`config.mk`:
```
export PLATFORM = sky130hd
export DESIGN_NAME = obi_demux_mgr
export DESIGN_NICKNAME = d
export VERILOG_FILES = /design/src/rtl/obi_pkg.sv /design/src/rtl/obi_err_sbr.sv /design/src/rtl/obi_demux_mgr.sv
export SDC_FILE = /design/constraint.sdc
export NUM_CORES = 1
export LEC_CHECK = 0
export ABC_AREA = 1
export BUFFER_PORTS_ARGS = -buffer_cell sky130_fd_sc_hd__buf_2
export CAP_MARGIN = 10
export CORE_AREA = 2 2 126 128
export DETAILED_ROUTE_END_ITERATION = 7
export DIE_AREA = 0 0 128 130
export PLACE_DENSITY = 0.52
export SYNTH_ARGS = -nofsm -noshare
export SYNTH_HDL_FRONTEND = slang
export SYNTH_SLANG_ARGS = --single-unit
```
`constraint.sdc`:
```
create_clock -name clk_i -period 2.72 [get_ports clk_i]
set_input_delay 0.136 -clock clk_i [delete_from_list [all_inputs] [get_ports clk_i]]
set_output_delay 0.136 -clock clk_i [all_outputs]
set_load 0.01 [all_outputs]
```
`src/rtl/obi_pkg.sv`:
```
// obi_pkg: shared OBI typedefs, target-select width helper and error-counter width.
// No ports; imported by obi_err_sbr and obi_demux_mgr.
package obi_pkg;
    localparam int ERR_CNT_W  = 8;
    localparam int OBI_ADDR_W = 32;
    localparam int OBI_DATA_W = 32;

    typedef struct packed {
        logic                    req;
        logic                    we;
        logic [OBI_DATA_W/8-1:0] be;
        logic [OBI_ADDR_W-1:0]   addr;
        logic [OBI_DATA_W-1:0]   wdata;
    } obi_req_t;

    typedef struct packed {
        logic                  gnt;
        logic                  rvalid;
        logic [OBI_DATA_W-1:0] rdata;
        logic                  err;
    } obi_rsp_t;

    function automatic int sel_w(input int n);
        return (n > 2) ? $clog2(n) : 1;
    endfunction
endpackage

```
`src/rtl/obi_err_sbr.sv`:
```
// obi_err_sbr: decode-error subordinate, always grants and answers one cycle later with err.
// Ports: clk_i/rst_ni clock and async active-low reset; req_i request;
//        gnt_o grant; rvalid_o/rdata_o/err_o response (rdata always 0).
module obi_err_sbr import obi_pkg::*; #(
    parameter int DATA_W = 32
) (
    input  logic              clk_i,
    input  logic              rst_ni,
    input  logic              req_i,
    output logic              gnt_o,
    output logic              rvalid_o,
    output logic [DATA_W-1:0] rdata_o,
    output logic              err_o
);
    logic rvalid_q;

    always_ff @(posedge clk_i or negedge rst_ni)
        if (!rst_ni) rvalid_q <= 1'b0;
        else         rvalid_q <= req_i;

    assign gnt_o    = 1'b1;
    assign rvalid_o = rvalid_q;
    assign err_o    = rvalid_q;
    assign rdata_o  = '0;
endmodule

```
`src/rtl/obi_demux_mgr.sv`:
```
// obi_demux_mgr: OBI 1-to-NUM_SBR address demultiplexer with in-order response protection.
// Ports: clk_i/rst_ni clock and async active-low reset;
//        req_i/we_i/be_i/addr_i/wdata_i manager request; gnt_o/rvalid_o/rdata_o/err_o response;
//        err_cnt_o error-response count (live only with OBI_DEMUX_ERR_CNT_EN defined);
//        sbr_*_o per-subordinate request (we/be/addr/wdata broadcast); sbr_*_i per-subordinate response.
// Target is addr_i MSBs; unmapped targets go to an internal error subordinate at index NUM_SBR.
module obi_demux_mgr import obi_pkg::*; #(
    parameter int NUM_SBR   = 2,
    parameter int ADDR_W    = 32,
    parameter int DATA_W    = 32,
    parameter int MAX_OUTST = 4,
    parameter int BE_W      = DATA_W / 8
) (
    input  logic                 clk_i,
    input  logic                 rst_ni,
    input  logic                 req_i,
    input  logic                 we_i,
    input  logic [BE_W-1:0]      be_i,
    input  logic [ADDR_W-1:0]    addr_i,
    input  logic [DATA_W-1:0]    wdata_i,
    output logic                 gnt_o,
    output logic                 rvalid_o,
    output logic [DATA_W-1:0]    rdata_o,
    output logic                 err_o,
    output logic [ERR_CNT_W-1:0] err_cnt_o,
    output logic [NUM_SBR-1:0]   sbr_req_o,
    output logic [NUM_SBR-1:0]   sbr_we_o,
    output logic [BE_W-1:0]      sbr_be_o    [NUM_SBR],
    output logic [ADDR_W-1:0]    sbr_addr_o  [NUM_SBR],
    output logic [DATA_W-1:0]    sbr_wdata_o [NUM_SBR],
    input  logic [NUM_SBR-1:0]   sbr_gnt_i,
    input  logic [NUM_SBR-1:0]   sbr_rvalid_i,
    input  logic [DATA_W-1:0]    sbr_rdata_i [NUM_SBR],
    input  logic [NUM_SBR-1:0]   sbr_err_i
);
    localparam int SEL_W = sel_w(NUM_SBR);
    localparam int TGT_W = $clog2(NUM_SBR + 1);
    localparam int CNT_W = $clog2(MAX_OUTST + 1);

    logic [SEL_W-1:0]  sel;
    logic              dec_err;
    logic [TGT_W-1:0]  tgt, cur_tgt_q;
    logic [CNT_W-1:0]  outst_q, outst_d;
    logic              stall, hs;
    logic              err_gnt, err_rvalid, err_err;
    logic [DATA_W-1:0] err_rdata;
    logic [NUM_SBR:0]  gnt_all, rvalid_all, err_all;
    logic [DATA_W-1:0] rdata_all [NUM_SBR+1];

    assign sel     = addr_i[ADDR_W-1 -: SEL_W];
    assign dec_err = int'(sel) >= NUM_SBR;
    assign tgt     = dec_err ? TGT_W'(NUM_SBR) : TGT_W'(sel);
    // Switching targets only when idle keeps responses in request order.
    assign stall   = (outst_q == CNT_W'(MAX_OUTST)) | ((outst_q != '0) & (tgt != cur_tgt_q));

    obi_err_sbr #(.DATA_W(DATA_W)) u_err_sbr (
        .clk_i    (clk_i),
        .rst_ni   (rst_ni),
        .req_i    (req_i & dec_err & ~stall),
        .gnt_o    (err_gnt),
        .rvalid_o (err_rvalid),
        .rdata_o  (err_rdata),
        .err_o    (err_err)
    );

    for (genvar i = 0; i < NUM_SBR; i++) begin : g_sbr
        assign sbr_req_o[i]   = rst_ni & req_i & ~stall & (tgt == TGT_W'(i));
        assign sbr_we_o[i]    = we_i;
        assign sbr_be_o[i]    = be_i;
        assign sbr_addr_o[i]  = addr_i;
        assign sbr_wdata_o[i] = wdata_i;
        assign rdata_all[i]   = sbr_rdata_i[i];
    end
    assign rdata_all[NUM_SBR] = err_rdata;
    assign gnt_all            = {err_gnt, sbr_gnt_i};
    assign rvalid_all         = {err_rvalid, sbr_rvalid_i};
    assign err_all            = {err_err, sbr_err_i};

    assign gnt_o = gnt_all[tgt] & ~stall;
    assign hs    = req_i & gnt_o;
    // Gating with a non-zero count drops stray responses from idle or reset-discarded targets.
    assign rvalid_o = rvalid_all[cur_tgt_q] & (outst_q != '0);
    assign err_o    = rvalid_o & err_all[cur_tgt_q];
    assign rdata_o  = rvalid_o ? rdata_all[cur_tgt_q] : '0;
    assign outst_d  = outst_q + CNT_W'(hs) - CNT_W'(rvalid_o);

    always_ff @(posedge clk_i or negedge rst_ni)
        if (!rst_ni) begin
            outst_q   <= '0;
            cur_tgt_q <= '0;
        end else begin
            outst_q   <= outst_d;
            cur_tgt_q <= hs ? tgt : cur_tgt_q;
        end

`ifdef OBI_DEMUX_ERR_CNT_EN
    logic [ERR_CNT_W-1:0] err_cnt_q;

    always_ff @(posedge clk_i or negedge rst_ni)
        if (!rst_ni)                          err_cnt_q <= '0;
        else if (err_o & ~(&err_cnt_q))       err_cnt_q <= err_cnt_q + ERR_CNT_W'(1);

    assign err_cnt_o = err_cnt_q;
`else
    assign err_cnt_o = '0;
`endif
endmodule

```
## Word level (Yosys, flattened, before mapping)

Index checks and enable logic that the tools add are counted.

- Output and inout bits: 183
- Bits of input ports: 142
- Logic and storage cells: 33
- Flip-flop bits (word level): 4

- Equality and inequality tests: 2
- $add $sub $neg: 2
- $lt $le $gt $ge: 3
- Reductions and logical operators: 2
- Bitwise operators: 12
- Muxes and demuxes: 10

Operators with widths:

| kind | count |
|---|---|
| $mux W32 | 3 |
| $bmux W32 S2 | 1 |
| $and A1 B1 Y1 | 9 |
| $lt A1 B3 Y1 const B | 2 |
| $mux W1 | 6 |
| $add A3 B1 Y3 | 1 |
| $eq A3 B3 Y1 const B | 1 |
| $ge A3 B3 Y1 const B | 1 |
| $not A1 Y3 | 1 |
| $reduce_bool A3 Y1 | 1 |
| $sub A3 B1 Y3 | 1 |
| $logic_not A2 Y1 | 1 |
| $ne A1 B1 Y1 | 1 |
| $not A1 Y1 | 1 |
| $or A1 B1 Y1 | 1 |

## Depth between registers and ports, before layout

Gate-level depths: netlist of the first run.

- Word-level depth: 8
- Gate-level depth with buffers: 14
- Gate-level depth less buffers: 12

## Worst setup path after synthesis of the first run

OpenSTA, ideal clock, no wires.

- Kind: register to register
- Start point: reg outst_q[1]
- End point: reg outst_q[2]
- Setup slack: 0.426 ns
- Period minus slack after synthesis: 2.294 ns
- Buffers on the path: 1
- Stages on the path, launching flop included: 13
- Required time: 2.641 ns
- Library setup time: 0.079 ns
- Arrival: 2.215 ns
- Cells stage by stage: dfrtp_1 > nor2_1 > nand2_1 > nand2_4 > buf_6 > inv_1 > ha_1 > inv_1 > ha_1 > inv_1 > fa_1 > xnor2_1 > xor2_1

- Elaborated cells between the ends (all ways): 10
- Those cells by class: 2 x add/sub; 1 x eq/ne; 6 x bitwise; 1 x reduce/logical

RTL lines:

| element | RTL line | source |
|---|---|---|
| from (decl) | obi_demux_mgr.sv:43 | `logic [CNT_W-1:0] outst_q, outst_d;` |
| from (signal assigned) | obi_demux_mgr.sv:92 | `outst_q <= outst_d;` |
| $reduce_bool A3 Y1 | obi_demux_mgr.sv:82 | `assign rvalid_o = rvalid_all[cur_tgt_q] & (outst_q != '0);` |
| $and A1 B1 Y1 | obi_demux_mgr.sv:82 |  |
| net rvalid_o | obi_demux_mgr.sv:22 | `output logic rvalid_o,` |
| $sub A3 B1 Y3 | obi_demux_mgr.sv:85 | `assign outst_d = outst_q + CNT_W'(hs) - CNT_W'(rvalid_o);` |
| net outst_d[2] | obi_demux_mgr.sv:43 |  |

The timed path passes the listed nets, and every way through them passes these cells.
A chain may end at the register's enable or synchronous reset.

## Worst setup path after layout of the first run

- Start point: reg cur_tgt_q[0]
- End point: reg outst_q[2]

- Word-level cells in the longest chain between the ends: 8
- Elaborated cells between the ends (all ways): 11
- Those cells by class: 2 x add/sub; 1 x eq/ne; 2 x mux; 6 x bitwise

RTL lines:

| element | RTL line | source |
|---|---|---|
| from (decl) | obi_demux_mgr.sv:42 | `logic [TGT_W-1:0] tgt, cur_tgt_q;` |
| from (signal assigned) | obi_demux_mgr.sv:93 | `cur_tgt_q <= hs ? tgt : cur_tgt_q;` |
| $ne A1 B1 Y1 | obi_demux_mgr.sv:54 | `assign stall = (outst_q == CNT_W'(MAX_OUTST)) \| ((outst_q != '0) & (tgt != cur_tgt_q));` |
| $and A1 B1 Y1 | obi_demux_mgr.sv:54 |  |
| $or A1 B1 Y1 | obi_demux_mgr.sv:54 |  |
| $not A1 Y1 | obi_demux_mgr.sv:79 | `assign gnt_o = gnt_all[tgt] & ~stall;` |
| $and A1 B1 Y1 | obi_demux_mgr.sv:79 |  |
| $and A1 B1 Y1 | obi_demux_mgr.sv:80 | `assign hs = req_i & gnt_o;` |
| $add A3 B1 Y3 | obi_demux_mgr.sv:85 |  |
| $sub A3 B1 Y3 * | obi_demux_mgr.sv:85 |  |
| net outst_d[2] | obi_demux_mgr.sv:43 |  |

The timed path passes the listed nets; every way through them passes the cells marked *. The select of a mux whose other input is x is not followed.

==> results of run 1 <==
==> per-stage QoR <==
| stage | hold WS [ns] | power (W) | std cells |
|---|---|---|---|
| after detailed placement | -0.0419 | 0.00132 | 457 |
| after CTS | 0.211 | 0.00157 | 462 |
| after floorplan | -0.160 | 0.00115 | 306 |
| final | 0.212 | 0.00153 | 462 |
| after global routing | 0.235 | 0.00168 | 462 |
| after global placement | -0.0423 | 0.00131 | 457 |
==> registers in the layout, indices dropped and copies added (netlist names) <==
signal and flops:
outst_q 3, cur_tgt_q 1
==> worst max-delay path by stage <==
stage	depth (start not counted)	start	end	slack, ns
after global routing	12	cur_tgt_q[0]	outst_q[2]	0.35
final	12	cur_tgt_q[0]	outst_q[2]	0.50
after global placement	12	cur_tgt_q[0]	outst_q[2]	0.51
after detailed placement	12	cur_tgt_q[0]	outst_q[2]	0.49
after CTS	12	cur_tgt_q[0]	outst_q[2]	0.47
after floorplan	12	outst_q[1]	outst_q[2]	0.43
==> critical path, cell delays in order, from the launching register on <==
cell     delay [ns]
dfrtp_2        0.49
inv_4          0.09
nand2_1        0.09
nand2_1        0.06
nand2_1        0.05
nand4_1        0.10
ha_1           0.29
inv_1          0.06
ha_1           0.13
inv_1          0.05
fa_1           0.37
xnor2_1        0.19
xor2_1         0.16
==> routing by layer <==
metal,part of all wire [%],track usage (%),wire length [um],vias to the layer above
li1,-,-,-,708
met1,31,4.99,1790,578
met2,45,10.3,2610,135
met3,15,3.36,861,65
met4,9.7,6.66,567,0
met5,0,0,0,-
==> area by class of cell <==
type | count | area, um^2
fillers | 1809 | 13600
well taps | 192 | 240
flip-flops and latches | 4 | 101
clock buffers | 4 | 78.8
repair buffers | 116 | 593
multi-input cells | 137 | 732
inverters | 9 | 36.3
==> logic make-up (layout without fill, tap and decap cells) <==
family,after synthesis,after routing
xor gates and xnor gates,2,2
AOI/OAI and AO/OA,34,34
other,1,8
DFF,4,4
buffers and inverters,165,129
adders and majority gates,3,3
and+or+nand+nor,90,90
==> what timing repair did <==
item	in CTS	in global routing
hold buffers	1	0
resized for setup	0	0
hold endpoints to repair	4	0
==> Yosys cell counts <==
master / number
nand2_1: 80
buf_6: 4
xor2_1: 1
nand3_1: 2
xnor2_1: 1
nand4_1: 2
a21oi_1: 4
dfrtp_1: 4
fa_1: 1
nand2_4: 1
a21oi_2: 29
nand2_2: 2
buf_4: 146
a21boi_0: 1
inv_4: 1
nor2_1: 3
ha_1: 2
conb_1: 1
inv_1: 8
buf_2: 6
==> power by group through the flow <==
stage	combinational, W	clock (W)	sequential [W]
final	0.00114	0.000240	0.000143
after global routing	0.00128	0.000250	0.000150
after CTS	0.00118	0.000245	0.000144
after detailed placement	0.00118	0	0.000145
after global placement	0.00117	0	0.000142
after floorplan	0.00103	0	0.000116
==> flow_metrics.env, run 1 <==
export IMPL_outcome="finished, final reports clean"
export IMPL_die_x_um=128
export IMPL_cts_setup_buffers=0
export IMPL_synth_top_family_by_area="buffers and inverters"
export IMPL_clock_fmax_mhz=450
export IMPL_synthXorXnorAreaFrac_pct=0.870
export IMPL_num_rows=46
export IMPL_worst_pin_slew_ns=0.577
export IMPL_root_buffer="clkbuf_16"
export IMPL_yosys_area_share_adder_pct=2.24
export IMPL_ys_ff_latch=4
export IMPL_max_slew_margin_pct=61.5
export IMPL_die_h_um=130
export IMPL_p_comb_share_pct=74.9
export IMPL_min_from="req_i"
export IMPL_crit_fanout=10
export IMPL_dr_total_vias=1486
export IMPL_ys_warnings_count=0
export IMPL_grt_overflow_total=0
export IMPL_drive_above_1_share_pct=56.3
export IMPL_synth_cells=299
export IMPL_clock_power_share_pct=15.7
export IMPL_period_share_pct=81.7
export IMPL_portBuffers=112
export IMPL_io_pins=325
export IMPL_r2r_end="outst_q[2]"
export IMPL_detail_route_antenna_nets=0
export IMPL_slew_violations=0
export IMPL_worst_r2r_setup_slack_ns=0.50
export IMPL_fin_area_mm2=0.00178
export IMPL_grt_pass1_wl_um=7740
export IMPL_synth_top_area_share_pct=54.4
export IMPL_antenna_found_initial=0
export IMPL_final_cell_mix="buf_2 (112), nand2_1 (80), a21oi_2 (29)"
export IMPL_syn_to_final_growth_pct=-11.5
export IMPL_hold_viol_final=0
export IMPL_grt_pass1_vias=1397
export IMPL_cellPowerDensity_mw_per_mm2=857
export IMPL_hpwl_um=4580
export IMPL_cp_start_kind="flop"
export IMPL_muxShareOfSynthArea_pct=0
export IMPL_placed_cell_area_mm2=0.00169
export IMPL_p_sw_w=0.000827
export IMPL_cts_buffers=3
export IMPL_r2r_start="cur_tgt_q[0]"
export IMPL_pre_cts_slack_ns=0.485
export IMPL_leakage_nw=0.940
export IMPL_finalWorstSetupSlack_ns=0.497
export IMPL_cts_sinks=4
export IMPL_path_clk_slew_ns=0.03
export IMPL_yosys_area_share_simple_pct=17.8
export IMPL_yosys_area_top_type="buf_4"
export IMPL_drt_pre_antenna_iters=3
export IMPL_worst_setup_path_end_kind="flop"
export IMPL_drt_iter0_markers=51
export IMPL_synth_seq_area_share_pct=4.97
export IMPL_post_synth_cell_area_avg_um2=6.73
export IMPL_layout_commonest_cell="buf_2"
export IMPL_initial_core_util_pct=13.1
export IMPL_hold_end="cur_tgt_q[0]"
export IMPL_power_frac_seq_pct=9.3
export IMPL_core_mm2=0.0154
export IMPL_ir_drop_uv=350
export IMPL_clock_skew_ns=0.00243
export IMPL_arrival_ns=2.37
export IMPL_post_route_util_pct=11.6
export IMPL_reg2regPathDepth=12
export IMPL_n_antenna_cell=0
export IMPL_clkLatencyLatePin_ns=0.23
export IMPL_cap_viol_max_count=0
export IMPL_cts_tree="built"
export IMPL_wirelength_um=5820
export IMPL_min_path_cells=3
export IMPL_synth_compound_area_share_pct=14.0
export IMPL_switching_share_pct=54.2
export IMPL_grt_max_degree=34
export IMPL_drc=0
export IMPL_tns_ns=0
export IMPL_rsz0062_at_grt="false"
export IMPL_nets=416
export IMPL_cp_required_ns=2.87
export IMPL_setup_viol=0
export IMPL_clock_path_buffers=2
export IMPL_synthTopCellsByArea="buf_4 (54%), nand2_1 (15%), a21oi_2 (13%)"
export IMPL_gp_congestion=0.666
export IMPL_wl_per_cell_um=12.6
export IMPL_ys_types=20
export IMPL_htreeDepth=1
export IMPL_internal_power_w=0.000700
export IMPL_synth_area_mm2=0.00201
export IMPL_grtUsageTotal_pct=6.20
export IMPL_min_period_ns=2.22
export IMPL_critPathKind="flop to flop"
export IMPL_hold_path_class="input port to flop"
export IMPL_viasPerCell=3.22
export IMPL_die_area_mm2=0.0166
Power figures use the tool's default switching activity.
==> inputs of run 2 (changes only) <==
- clock period: 2.72 -> 2.23 ns (I/O delays scaled with it)
==> run 2 against run 1 <==
  * Sequential share of layout area decreased by 0.091 points
  * Wire length decreased by 4.3%
  * Core utilization increased by 0.33 points
  * Fmax increased by 5.8%
  * Clock power increased by 22%
  * Clock-buffer cell count unchanged
  * Clock skew decreased by 0.0013 ns
  * Critical path depth unchanged
  * First-iteration DRC count decreased by 43%
  * Largest cell class unchanged
==> flow_metrics.env, run 2 (synthesis results as in run 1) <==
export IMPL_busiest_layer="met2"
export IMPL_max_slew_margin_pct=61.3
export IMPL_worst_pin_slew_ns=0.581
export IMPL_hold_end="cur_tgt_q[0]"
export IMPL_placed_cell_area_mm2=0.00171
export IMPL_critical_path_max_stage_delay_ns=0.43
export IMPL_die_h_um=130
export IMPL_root_buffer="clkbuf_16"
export IMPL_leakage_nw=0.966
export IMPL_outcome="finished, final reports clean"
export IMPL_cts_tree="built"
export IMPL_drt_pre_antenna_iters=4
export IMPL_wirelength_um=5570
export IMPL_grt_overflow_total=0
export IMPL_nets=422
export IMPL_antenna_found_initial=0
export IMPL_cp_cell_sequence="buf_4 > nand2_1 > nand2_2 > nand2_4 > inv_2 > ha_1 > inv_1 > ha_1 > inv_1 > fa_2 > xnor2_1 > xor2_1"
export IMPL_syn_to_final_growth_pct=-8.95
export IMPL_top_regs="outst_q (3), cur_tgt_q (1)"
export IMPL_wl_per_cell_um=11.9
export IMPL_met1_usage_pct=4.24
export IMPL_grtUsageTotal_pct=5.68
export IMPL_min_period_ns=2.10
export IMPL_cp_required_ns=2.36
export IMPL_setup_viol=0
export IMPL_crit_fanout=4
export IMPL_drc=0
export IMPL_layout_commonest_cell="buf_2"
export IMPL_die_area_mm2=0.0166
export IMPL_nFillCells=1802
export IMPL_slew_violations=0
export IMPL_critPathKind="flop to flop"
export IMPL_tns_ns=0
export IMPL_fin_area_mm2=0.00183
export IMPL_post_route_util_pct=11.9
export IMPL_period_share_pct=94.3
export IMPL_reg2regPathDepth=12
export IMPL_ir_drop_uv=237
export IMPL_cap_viol_max_count=0
export IMPL_clock_skew_ns=0.00113
export IMPL_detail_route_antenna_nets=0
export IMPL_hold_viol_final=0
export IMPL_path_clk_slew_ns=0.03
export IMPL_min_path_cells=3
export IMPL_gp_congestion=0.687
export IMPL_grt_pass1_vias=1280
export IMPL_initial_core_util_pct=13.1
export IMPL_grt_met3_usage_pct=2.71
export IMPL_drive_above_1_share_pct=58.7
export IMPL_cellPowerDensity_mw_per_mm2=1050
export IMPL_n_antenna_cell=0
export IMPL_arrival_ns=2.23
export IMPL_core_mm2=0.0154
export IMPL_cp_start_kind="flop"
export IMPL_hold_ws_ns=0.182
export IMPL_clock_path_buffers=2
export IMPL_drt_iter0_markers=29
export IMPL_dr_total_vias=1512
export IMPL_top_register="outst_q"
export IMPL_htreeDepth=1
export IMPL_clkLatencyLatePin_ns=0.23
export IMPL_r2r_end="outst_q[2]"
export IMPL_r2r_start="cur_tgt_q[0]"
export IMPL_io_pins=325
export IMPL_cts_buffers=3
export IMPL_die_x_um=128
export IMPL_hold_path_class="input port to flop"
export IMPL_viasPerCell=3.23
export IMPL_clock_fmax_mhz=476
export IMPL_rsz0062_at_grt="false"
export IMPL_num_rows=46
export IMPL_pre_cts_slack_ns=0.107
export IMPL_grt_max_degree=34
export IMPL_final_cell_mix="buf_2 (112), nand2_1 (79), a21oi_2 (29)"
export IMPL_crit_slowest_cell="dfrtp_2"
export IMPL_hpwl_um=4540
export IMPL_crit_start="cur_tgt_q[0]"
export IMPL_worst_r2r_setup_slack_ns=0.13
export IMPL_finalWorstSetupSlack_ns=0.128
export IMPL_globalRouteMet2Util_pct=9.53
export IMPL_worst_setup_path_end_kind="flop"
export IMPL_min_from="req_i"
export IMPL_portBuffers=112
export IMPL_largest_register_ffs=3
export IMPL_cts_sinks=4
export IMPL_grt_pass1_wl_um=7000
run 2: changes by cell type in the layout (fill, tap and decap cells not counted), sizes merged:
cell,previous run,this run
buf,115,121
run 2: worst max-delay path, delay by kind of cell, from the launching register on:
family | cells | cell delay (ns)
xor+xnor | 2 | 0.40
fa+ha+maj | 3 | 0.71
buf+inv | 4 | 0.28
flops | 1 | 0.43
simple gates | 3 | 0.20
run 2: area by class of cell:
cell class	count	area (um^2)	area share, %
clock buffer	4	78.8	4.30
inverter	9	36.3	1.98
multi-input combinational	137	737	40.2
sequential	4	103	5.60
tap	192	240	13.1
timing repair buffer	122	638	34.8
run 2: what timing repair did:
action	4_1_cts	5_1_grt
hold buffers	1	0
resized for setup	0	3
endpoints found under the hold margin	4	0
buffers inserted	0	4
setup endpoints to repair	0	1
run 2: report_power, final:
group / switching (W) / internal [W]
registers: 0.0000353 / 0.000120
clock network: 0.0000553 / 0.000237
logic: 0.000921 / 0.000559
run 2: worst max path at each step:
stage          slack (ns)  cells past startpoint    endpoint
2_1_floorplan       0.008                     12  outst_q[2]
3_3_place_gp         0.15                     11  outst_q[2]
3_5_place_dp         0.11                     11  outst_q[2]
4_1_cts               0.1                     11  outst_q[2]
5_1_grt              0.03                     12  outst_q[2]
6_report             0.13                     12  outst_q[2]
run 2: through the flow:
step	total power, W	std cells
3_5_place_dp	0.00162	459
5_1_grt	0.00214	468
4_1_cts	0.00193	464
3_3_place_gp	0.00161	459
2_1_floorplan	0.00141	306
6_report	0.00193	468
run 2: metal layers:
layer | part of all wire, % | up-vias | routed length (um)
met5 | 0 | - | 0
met1 | 30 | 603 | 1650
li1 | - | 720 | -
met2 | 44 | 117 | 2470
met4 | 12 | 0 | 650
met3 | 14 | 72 | 794
